### src/rtl/mem_arb_pkg.sv
// Shared definitions for the slow-memory arbiter.
//   arb_state_t          : FSM encoding (IDLE / BUSY / RELEASE)
//   ARB_FIXED / ARB_RR   : values of the ARB_MODE parameter
//   DEF_ADDR_W / DEF_DATA_W : default block-address and cache-line widths
package mem_arb_pkg;

  typedef enum logic [1:0] {
    ST_IDLE    = 2'd0,
    ST_BUSY    = 2'd1,
    ST_RELEASE = 2'd2
  } arb_state_t;

  localparam int ARB_FIXED = 0;
  localparam int ARB_RR    = 1;

  localparam int DEF_ADDR_W = 28;
  localparam int DEF_DATA_W = 128;

endpackage

### src/rtl/rr_select.sv
// Combinational winner selection for the memory arbiter.
//   req        in  N_PORTS  request vector
//   ptr        in  IDX_W    highest-priority index (round-robin only)
//   mode       in  1        0 = fixed priority from index 0, 1 = search from ptr
//   winner_oh  out N_PORTS  one-hot winner, zero when nothing requests
//   winner_idx out IDX_W    index of the winner (0 when nothing requests)
module rr_select #(
  parameter int N_PORTS = 2,
  parameter int IDX_W   = $clog2(N_PORTS)
) (
  input  logic [N_PORTS-1:0] req,
  input  logic [IDX_W-1:0]   ptr,
  input  logic               mode,
  output logic [N_PORTS-1:0] winner_oh,
  output logic [IDX_W-1:0]   winner_idx
);

  logic [IDX_W-1:0] start;

  // start + k never exceeds 2*N_PORTS-2, so one subtraction wraps it
  function automatic logic [IDX_W-1:0] wrap_idx(input int v);
    return (v >= N_PORTS) ? IDX_W'(v - N_PORTS) : IDX_W'(v);
  endfunction

  // Scan from the farthest candidate back to the start so the candidate
  // closest to the start position is the last (and winning) assignment.
  always_comb begin
    start      = mode ? ptr : '0;
    winner_idx = '0;
    winner_oh  = '0;
    for (int k = N_PORTS - 1; k >= 0; k--) begin
      if (req[wrap_idx(int'(start) + k)]) winner_idx = wrap_idx(int'(start) + k);
    end
    if (|req) winner_oh[winner_idx] = 1'b1;
  end

endmodule

### src/rtl/mem_arbiter.sv
// N-port arbiter sharing one slow-memory port between several caches.
// Requests are held until their one-cycle req_ready pulse; the winning
// command is registered and held until mem_ready, then the arbiter spends
// one RELEASE cycle so the finished requester can drop its request.
//   clk, rst_n             clock, async active-low reset
//   req_read/req_write     in  per-port requests
//   req_addr/req_wdata     in  flattened per-port address / write data
//   req_rdata              out broadcast read data (qualify with req_ready)
//   req_ready              out one-hot completion pulse
//   mem_read/mem_write     out downstream command
//   mem_addr/mem_wdata     out downstream address / write data
//   mem_rdata/mem_ready    in  downstream read data / completion pulse
//   grant                  out one-hot current owner
//   busy                   out high in BUSY and RELEASE
//
// state   | meaning
// IDLE    | sampling requests, no command outstanding
// BUSY    | command issued, waiting for mem_ready
// RELEASE | completed port drops its request, grant cleared on exit
module mem_arbiter
  import mem_arb_pkg::*;
#(
  parameter int N_PORTS  = 2,
  parameter int ADDR_W   = DEF_ADDR_W,
  parameter int DATA_W   = DEF_DATA_W,
  parameter int ARB_MODE = ARB_FIXED
) (
  input  logic                       clk,
  input  logic                       rst_n,
  input  logic [N_PORTS-1:0]         req_read,
  input  logic [N_PORTS-1:0]         req_write,
  input  logic [N_PORTS*ADDR_W-1:0]  req_addr,
  input  logic [N_PORTS*DATA_W-1:0]  req_wdata,
  output logic [DATA_W-1:0]          req_rdata,
  output logic [N_PORTS-1:0]         req_ready,
  output logic                       mem_read,
  output logic                       mem_write,
  output logic [ADDR_W-1:0]          mem_addr,
  output logic [DATA_W-1:0]          mem_wdata,
  input  logic [DATA_W-1:0]          mem_rdata,
  input  logic                       mem_ready,
  output logic [N_PORTS-1:0]         grant,
  output logic                       busy
);

  localparam int IDX_W = $clog2(N_PORTS);

  arb_state_t         state, state_nxt;
  logic [IDX_W-1:0]   ptr, win_idx;
  logic [N_PORTS-1:0] req_vec, win_oh;
  logic [ADDR_W-1:0]  sel_addr;
  logic [DATA_W-1:0]  sel_wdata;
  logic               sel_read, sel_write;
  logic               load_cmd, clr_cmd, clr_grant;

  assign req_vec   = req_read | req_write;
  assign req_rdata = mem_rdata;
  assign busy      = (state != ST_IDLE);

  rr_select #(
    .N_PORTS (N_PORTS),
    .IDX_W   (IDX_W)
  ) u_sel (
    .req        (req_vec),
    .ptr        (ptr),
    .mode       (ARB_MODE == ARB_RR),
    .winner_oh  (win_oh),
    .winner_idx (win_idx)
  );

  // One-hot mux of the winner's command fields
  always_comb begin
    sel_addr  = '0;
    sel_wdata = '0;
    sel_read  = 1'b0;
    sel_write = 1'b0;
    for (int i = 0; i < N_PORTS; i++) begin
      if (win_oh[i]) begin
        sel_addr  = req_addr[i*ADDR_W +: ADDR_W];
        sel_wdata = req_wdata[i*DATA_W +: DATA_W];
        sel_read  = req_read[i];
        sel_write = req_write[i];
      end
    end
  end

  always_ff @(posedge clk or negedge rst_n) begin
    if (!rst_n) state <= ST_IDLE;
    else        state <= state_nxt;
  end

  always_comb begin
    state_nxt = state;
    load_cmd  = 1'b0;
    clr_cmd   = 1'b0;
    clr_grant = 1'b0;
    req_ready = '0;
    case (state)
      ST_IDLE: begin
        if (|req_vec) begin
          load_cmd  = 1'b1;
          state_nxt = ST_BUSY;
        end
      end
      ST_BUSY: begin
        if (mem_ready) begin
          req_ready = grant;
          clr_cmd   = 1'b1;
          state_nxt = ST_RELEASE;
        end
      end
      ST_RELEASE: begin
        clr_grant = 1'b1;
        state_nxt = ST_IDLE;
      end
      default: state_nxt = ST_IDLE;
    endcase
  end

  always_ff @(posedge clk or negedge rst_n) begin
    if (!rst_n) begin
      grant     <= '0;
      mem_read  <= 1'b0;
      mem_write <= 1'b0;
      mem_addr  <= '0;
      mem_wdata <= '0;
      ptr       <= '0;
    end else begin
      if (load_cmd) begin
        grant     <= win_oh;
        mem_addr  <= sel_addr;
        mem_wdata <= sel_wdata;
        // read+write together is issued as a write
        mem_write <= sel_write;
        mem_read  <= sel_read & ~sel_write;
        if (ARB_MODE == ARB_RR) begin
          ptr <= (win_idx == IDX_W'(N_PORTS - 1)) ? '0 : win_idx + IDX_W'(1);
        end
      end
      if (clr_cmd) begin
        mem_read  <= 1'b0;
        mem_write <= 1'b0;
      end
      if (clr_grant) grant <= '0;
    end
  end

endmodule

### config.mk
export PLATFORM = sky130hd
export DESIGN_NAME = mem_arbiter
export DESIGN_NICKNAME = d
export VERILOG_FILES = /design/src/rtl/mem_arb_pkg.sv /design/src/rtl/rr_select.sv /design/src/rtl/mem_arbiter.sv
export SDC_FILE = /design/constraint.sdc
export NUM_CORES = 1
export LEC_CHECK = 0
export BUFFER_PORTS_ARGS = -buffer_cell sky130_fd_sc_hd__buf_4
export CORE_AREA = 2 2 284 286
export DETAILED_ROUTE_END_ITERATION = 16
export DIE_AREA = 0 0 286 288
export PLACE_DENSITY_LB_ADDON = 0.05
export SKIP_CTS_REPAIR_TIMING = 1
export SLEW_MARGIN = 20
export SYNTH_ARGS = -nofsm -noshare
export SYNTH_HDL_FRONTEND = slang
export SYNTH_SLANG_ARGS = --single-unit
### constraint.sdc
create_clock -name clk -period 3.3 [get_ports clk]
set_clock_uncertainty 0.2 [all_clocks]
set_input_delay 0.165 -clock clk [delete_from_list [all_inputs] [get_ports clk]]
set_output_delay 0.165 -clock clk [all_outputs]
set_load 0.02 [all_outputs]
==> implementation parameters, run 1 <==
Parameter                              Value

Outcome
  Result of the run ... complete, no violations

Route
  Overall routed net length ... 47,300 um
  Drt pass-1 iters ... 4
  Number of remaining DRC errors ... 0
  Count of routing violations after the opening detailed-route iteration ... 303
  Via total after detailed routing ... 8,637
  Avg WL per Cell ... 19.5 um
  Mean number of vias per cell ... 3.56
  Antenna-violating nets left ... 0

Critical path
  Data arrival time of the worst path ... 3.02 ns
  Startpoint type of the worst setup path ... register
  Critical-path maximum fanout ... 22
  Crit path required time ... 3.45 ns
  Setup CP Type ... reg2reg
  Worst Setup End Kind ... register

Timing
  Final period utilization ... 86.9%
  Setup TNS ... 0 ns
  Unrepaired setup endpoints after global routing ... false
  Worst relative slew slack ... 45.5%
  Worst Max-Slew Pin Slew ... 0.818 ns
  Max Clk Rate ... 0.349 GHz
  Final setup violation count ... 0
  Final count of hold timing violations ... 0
  Time the final worst path needs with I/O delays and setup ... 2.87 ns
  Number of pins exceeding their max-slew limit in the final report ... 0

Floorplan
  Chip Width ... 286 um
  I/O pin count ... 738
  Area inside the core boundary ... 0.0796 mm^2
  Y dimension of the die ... 288 um
  Total die area ... 0.0824 mm^2
  Floorplan row count ... 104
  Initial standard-cell utilization of the core ... 10.2%

Finish
  Area overhead of the layout relative to synthesis ... 95.5%
  Final Cell Area ... 0.0159 mm^2
  Leading cell type in the layout, fill and taps excluded ... sky130_fd_sc_hd__buf_4
  Commonest cells after routing, fill and taps aside ... sky130_fd_sc_hd__buf_4, sky130_fd_sc_hd__dlygate4sd3_1, sky130_fd_sc_hd__dfrtp_1
  Proportion of layout cells with a drive suffix above 1 ... 42.6%
  Number of nets in the layout ... 1,794
  Fill cell count ... 8,893

Logic synthesis
  Yosys warning count ... 0
  Portion of synthesized cell area occupied by the leading cell type ... 49.9%
  Gate count after technology mapping ... 698
  Number of unique standard cell types used by synthesis ... 28
  Area of the mapped netlist ... 0.00812 mm^2
  Synthesized Nets ... 1,145
  Cell taking the most area after synthesis ... sky130_fd_sc_hd__dfrtp_1
  Post-synthesis area per instance ... 11.6 um^2
  Leading post-synthesis cells by cell area ... sky130_fd_sc_hd__dfrtp_1, sky130_fd_sc_hd__a221o_1, sky130_fd_sc_hd__buf_4, sky130_fd_sc_hd__and3_1, sky130_fd_sc_hd__o221a_2
  Synthesis-stage register bit count ... 162
  Fraction of the yosys area taken by sequential cells ... 49.9%

Global route
  First-pass GRT wire length ... 62,800 um
  Initial antenna violation count ... 2
  Number of global-route vias before repair ... 7,767
  Residual overflow from global routing ... 0
  GRT Overall Usage ... 10.8%
  Maximum number of pins on one net before global-route repair ... 79

Power
  Switching Fraction ... 38.8%
  Pleak ... 0.00748 uW
  Switching power of the nets ... 5300 uW
  Clock power share ... 15.9%
  Worst ir drop on vdd ... 0.365 mV
  Internal Power ... 8350 uW
  Register share of total power ... 26.2%
  Combinational share of power ... 57.9%
  Power density of the placed cells ... 860 mW/mm^2

Placement
  Number of I/O port buffers ... 481
  Placer Congestion ... 0.697
  Placed instance area ... 0.0121 mm^2
  Detailed placer's ending HPWL ... 32,500 um

Clock tree
  Number of H-tree levels ... 4
  Clock tree from TritonCTS ... done
  Clock Pin Slew Worst Setup and Hold Paths ... 0.07 ns
  Total clock buffers created by CTS ... 17
  Clock latency reported for the late side of the worst-skew pair ... 0.46 ns
  # clock sinks ... 162
  Clock buffer depth ... 2
  CTS Root Cell ... sky130_fd_sc_hd__clkbuf_16

Run
  Maxcap violations ... 0

Hold path
  Min-delay worst type ... in2reg
per-layer routing:
layer  GRT usage [%]  up-vias  share of wire, %
met5               0        -             0.028
met4            4.95        2               3.0
met3            3.22       86               5.7
met2            18.7      338                52
met1            12.1     4332                39
li1                -     3879                 -
cell families (layout without fill, tap and decap cells):
| group | Yosys count | after routing | synth area share [%] |
|---|---|---|---|
| DFF | 162 | 162 | 49.9 |
| AOI/OAI and AO/OA | 164 | 164 | 20.5 |
| and+or+nand+nor | 173 | 173 | 13.2 |
| buffers and inverters | 197 | 859 | 16.1 |
| muxes | 2 | 2 | 0.247 |
| other | 0 | 3 | 0 |
metrics by stage:
stage | hold slack [ns] | setup WS, ns | power (uW) | instances | utilization [%]
2_1_floorplan | -0.331 | 1.41 | 6950 | 698 | -
3_3_place_gp | 0.0729 | 0.926 | 9890 | 2069 | 15.2
3_5_place_dp | 0.0699 | 0.903 | 9810 | 2069 | 15.2
4_1_cts | -0.505 | 0.905 | 12100 | 2101 | 15.9
5_1_grt | 0.0408 | 0.278 | 14500 | 2421 | 19.9
6_report | 0.00204 | 0.432 | 13700 | 2423 | 19.9
flip-flops by register name (all words and copies together), names as in the netlist:
name / flops
grant: 2
mem_addr: 28
mem_read: 1
mem_wdata: 128
mem_write: 1
state: 2
final timing paths:
path / startpoint / to / cells past startpoint / slack, ns
max in group asynchronous: rst_n / mem_wdata[105]$_DFFE_PN0P_ / 3 / 1.98
max: state[0]$_DFFE_PN0P_ / mem_addr[1]$_DFFE_PN0P_ / 6 / 0.43
min in group asynchronous: rst_n / mem_wdata[16]$_DFFE_PN0P_ / 2 / 0.08
min reg2reg: mem_read$_DFFE_PN0P_ / mem_read$_DFFE_PN0P_ / 2 / 0.33
min: req_read[1] / grant[1]$_DFFE_PN0P_ / 4 / 0.002
max reg2reg: state[0]$_DFFE_PN0P_ / mem_addr[1]$_DFFE_PN0P_ / 6 / 0.43
power groups by stage:
stage,registers [uW],clock network (uW),logic (uW)
floorplan,4670,0,2280
detailed placement,3580,0,6230
global route,3710,2380,8470
global placement,3630,0,6260
CTS,3580,2310,6220
finish,3580,2160,7910
cell usage after synthesis:
library cell and instances:
sky130_fd_sc_hd__buf_2 15, sky130_fd_sc_hd__or2_0 1, sky130_fd_sc_hd__o22a_1 1, sky130_fd_sc_hd__buf_4 131
sky130_fd_sc_hd__nand3b_2 1, sky130_fd_sc_hd__inv_1 2, sky130_fd_sc_hd__o221a_2 35, sky130_fd_sc_hd__clkbuf_1 40
sky130_fd_sc_hd__buf_6 8, sky130_fd_sc_hd__mux2i_1 2, sky130_fd_sc_hd__or3_1 35, sky130_fd_sc_hd__nor2_1 4
sky130_fd_sc_hd__dfrtp_1 162, sky130_fd_sc_hd__a21oi_2 1, sky130_fd_sc_hd__and3_1 121, sky130_fd_sc_hd__nor3_1 1
sky130_fd_sc_hd__a221o_1 121, sky130_fd_sc_hd__nand3b_1 1, sky130_fd_sc_hd__nand2b_1 2, sky130_fd_sc_hd__a21oi_1 1
sky130_fd_sc_hd__a2bb2oi_1 1, sky130_fd_sc_hd__nand2_1 3, sky130_fd_sc_hd__o21ai_0 2, sky130_fd_sc_hd__and2_1 2
sky130_fd_sc_hd__nor4_2 1, sky130_fd_sc_hd__or2_1 1, sky130_fd_sc_hd__a21o_1 2, sky130_fd_sc_hd__buf_1 1
critical path, stage by stage, from the launching register on:
cell,delay [ns]
sky130_fd_sc_hd__dfrtp_1,0.47
sky130_fd_sc_hd__or2_1,0.26
sky130_fd_sc_hd__buf_4,0.19
sky130_fd_sc_hd__nand3b_2,0.50
sky130_fd_sc_hd__buf_12,0.32
sky130_fd_sc_hd__o221a_2,0.27
sky130_fd_sc_hd__dlygate4sd3_1,0.55
final cells by class:
type / instances / area, um^2 / share of cell area [%]
tap: 1060 / 1330 / 8.35
clock buffer: 20 / 457 / 2.88
inverter: 2 / 7.51 / 0.0473
clock inverter: 12 / 121 / 0.765
sequential: 162 / 4050 / 25.5
multi-input combinational: 339 / 2790 / 17.6
antenna: 3 / 7.51 / 0.0473
timing repair buffer: 825 / 7110 / 44.8
Power figures use the tool's default switching activity.
==> run 2: changes to the inputs <==
Settings changed: PLACE_DENSITY_LB_ADDON 0.05 to 0.12.
==> implementation parameters, run 2 (synthesized netlist as in run 1, its figures left out) <==
Parameter                              Value

Timing
  Max Clk Rate ... 0.330 GHz
  Unrepaired setup endpoints after global routing ... false
  Final count of hold timing violations ... 0
  Final setup violation count ... 0
  Time the final worst path needs with I/O delays and setup ... 3.03 ns
  Worst Max-Slew Pin Slew ... 0.755 ns
  Setup TNS ... 0 ns
  Worst relative slew slack ... 49.7%
  Number of pins exceeding their max-slew limit in the final report ... 0
  Final period utilization ... 91.9%
  Worst slack on hold paths ... 0.0484 ns

Run
  Maxcap violations ... 0

Placement
  Detailed placer's ending HPWL ... 30,600 um
  Placer Congestion ... 0.728
  Number of I/O port buffers ... 481

Global route
  Number of global-route vias before repair ... 7,638
  Initial antenna violation count ... 4
  Residual overflow from global routing ... 0
  Maximum number of pins on one net before global-route repair ... 80
  GRT Overall Usage ... 10.0%
  First-pass GRT wire length ... 58,900 um

Route
  Overall routed net length ... 44,600 um
  Count of routing violations after the opening detailed-route iteration ... 305
  Avg WL per Cell ... 18.5 um
  Drt pass-1 iters ... 4
  Number of remaining DRC errors ... 0
  Via total after detailed routing ... 8,583
  Mean number of vias per cell ... 3.55
  Antenna-violating nets left ... 0

Hold path
  Min-delay worst type ... in2async

Clock tree
  Clock buffer depth ... 2
  Number of H-tree levels ... 4
  Clock Pin Slew Worst Setup and Hold Paths ... 0.08 ns
  CTS Root Cell ... sky130_fd_sc_hd__clkbuf_16
  Clock tree from TritonCTS ... done
  # clock sinks ... 162
  Total clock buffers created by CTS ... 17
  Clock latency reported for the late side of the worst-skew pair ... 0.48 ns

Floorplan
  Area inside the core boundary ... 0.0796 mm^2
  Initial standard-cell utilization of the core ... 10.2%
  Floorplan row count ... 104
  Y dimension of the die ... 288 um
  Total die area ... 0.0824 mm^2
  Chip Width ... 286 um
  I/O pin count ... 738

Critical path
  Setup CP Type ... reg2reg
  Data arrival time of the worst path ... 3.18 ns
  Worst Setup End Kind ... register
  Crit path required time ... 3.45 ns
  Startpoint type of the worst setup path ... register
  Critical-path maximum fanout ... 23
  Setup slack on the worst flop-to-flop path ... 0.27 ns

Finish
  Leading cell type in the layout, fill and taps excluded ... sky130_fd_sc_hd__buf_4
  Proportion of layout cells with a drive suffix above 1 ... 42.3%
  Number of nets in the layout ... 1,790
  Flip-flop count of the largest register after layout ... 128
  Commonest cells after routing, fill and taps aside ... sky130_fd_sc_hd__buf_4, sky130_fd_sc_hd__dlygate4sd3_1, sky130_fd_sc_hd__dfrtp_1
  Area overhead of the layout relative to synthesis ... 94.5%
  Utilization after layout ... 19.8%
  Fill cell count ... 8,865
  Biggest register ... mem_wdata
  Registers with the most flip-flops ... mem_wdata x128, mem_addr x28

Power
  Power density of the placed cells ... 853 mW/mm^2
  Worst ir drop on vdd ... 0.377 mV
  Pleak ... 0.00745 uW

Outcome
  Result of the run ... complete, no violations
==> run 2: worst paths after layout <==
check / from / endpoint / cells after the start
setup reg to reg: state[0]$_DFFE_PN0P_ / mem_addr[15]$_DFFE_PN0P_ / 5
min in group clk: mem_rdata[117] / req_rdata[117] / 0
setup / recovery: state[0]$_DFFE_PN0P_ / mem_addr[15]$_DFFE_PN0P_ / 5
max in group asynchronous: rst_n / mem_wdata[121]$_DFFE_PN0P_ / 3
hold / removal: rst_n / mem_wdata[9]$_DFFE_PN0P_ / 2
hold reg to reg: mem_read$_DFFE_PN0P_ / mem_read$_DFFE_PN0P_ / 2
==> run 2: report_power, final <==
group	total, uW	switching, uW	internal (uW)
Clock	2150	1030	1110
Sequential	3570	607	2960
Combinational	7760	3530	4230
==> run 2: area by class of cell <==
cell class	instances	area [um^2]	area share (%)
flip-flops and latches	162	4050	25.7
diodes	1	2.50	0.0158
repair buffers	821	7040	44.5
well taps	1060	1330	8.40
clock inverters	12	119	0.752
multi-input cells	339	2790	17.6
clock buffers	20	467	2.95
inverters	2	7.51	0.0475
==> run 2: metal layers <==
metal / track usage (%) / up-vias / wire (um)
li1: - / 3872 / -
met1: 10.9 / 4235 / 16500
met2: 17.4 / 366 / 23600
met3: 3.75 / 104 / 3260
met4: 4.19 / 6 / 1250
met5: 0 / - / 39
==> run 2: per-stage QoR <==
stage               total power (uW)  setup WS (ns)  instances  area (um^2)
floorplan                       6950           1.41        698         8120
global placement                9620          0.848       2063        12000
detailed placement              9590          0.828       2063        12000
CTS                            11900          0.810       2095        12600
global route                   14300          0.145       2416        15800
finish                         13500          0.267       2417        15800
==> run 2: critical path: stages (launching register included) <==
cell and delay, ns:
sky130_fd_sc_hd__dfrtp_1 0.48, sky130_fd_sc_hd__or2_1 0.45, sky130_fd_sc_hd__nand3b_2 0.54, sky130_fd_sc_hd__buf_4 0.38, sky130_fd_sc_hd__o221a_2 0.30, sky130_fd_sc_hd__dlygate4sd3_1 0.55
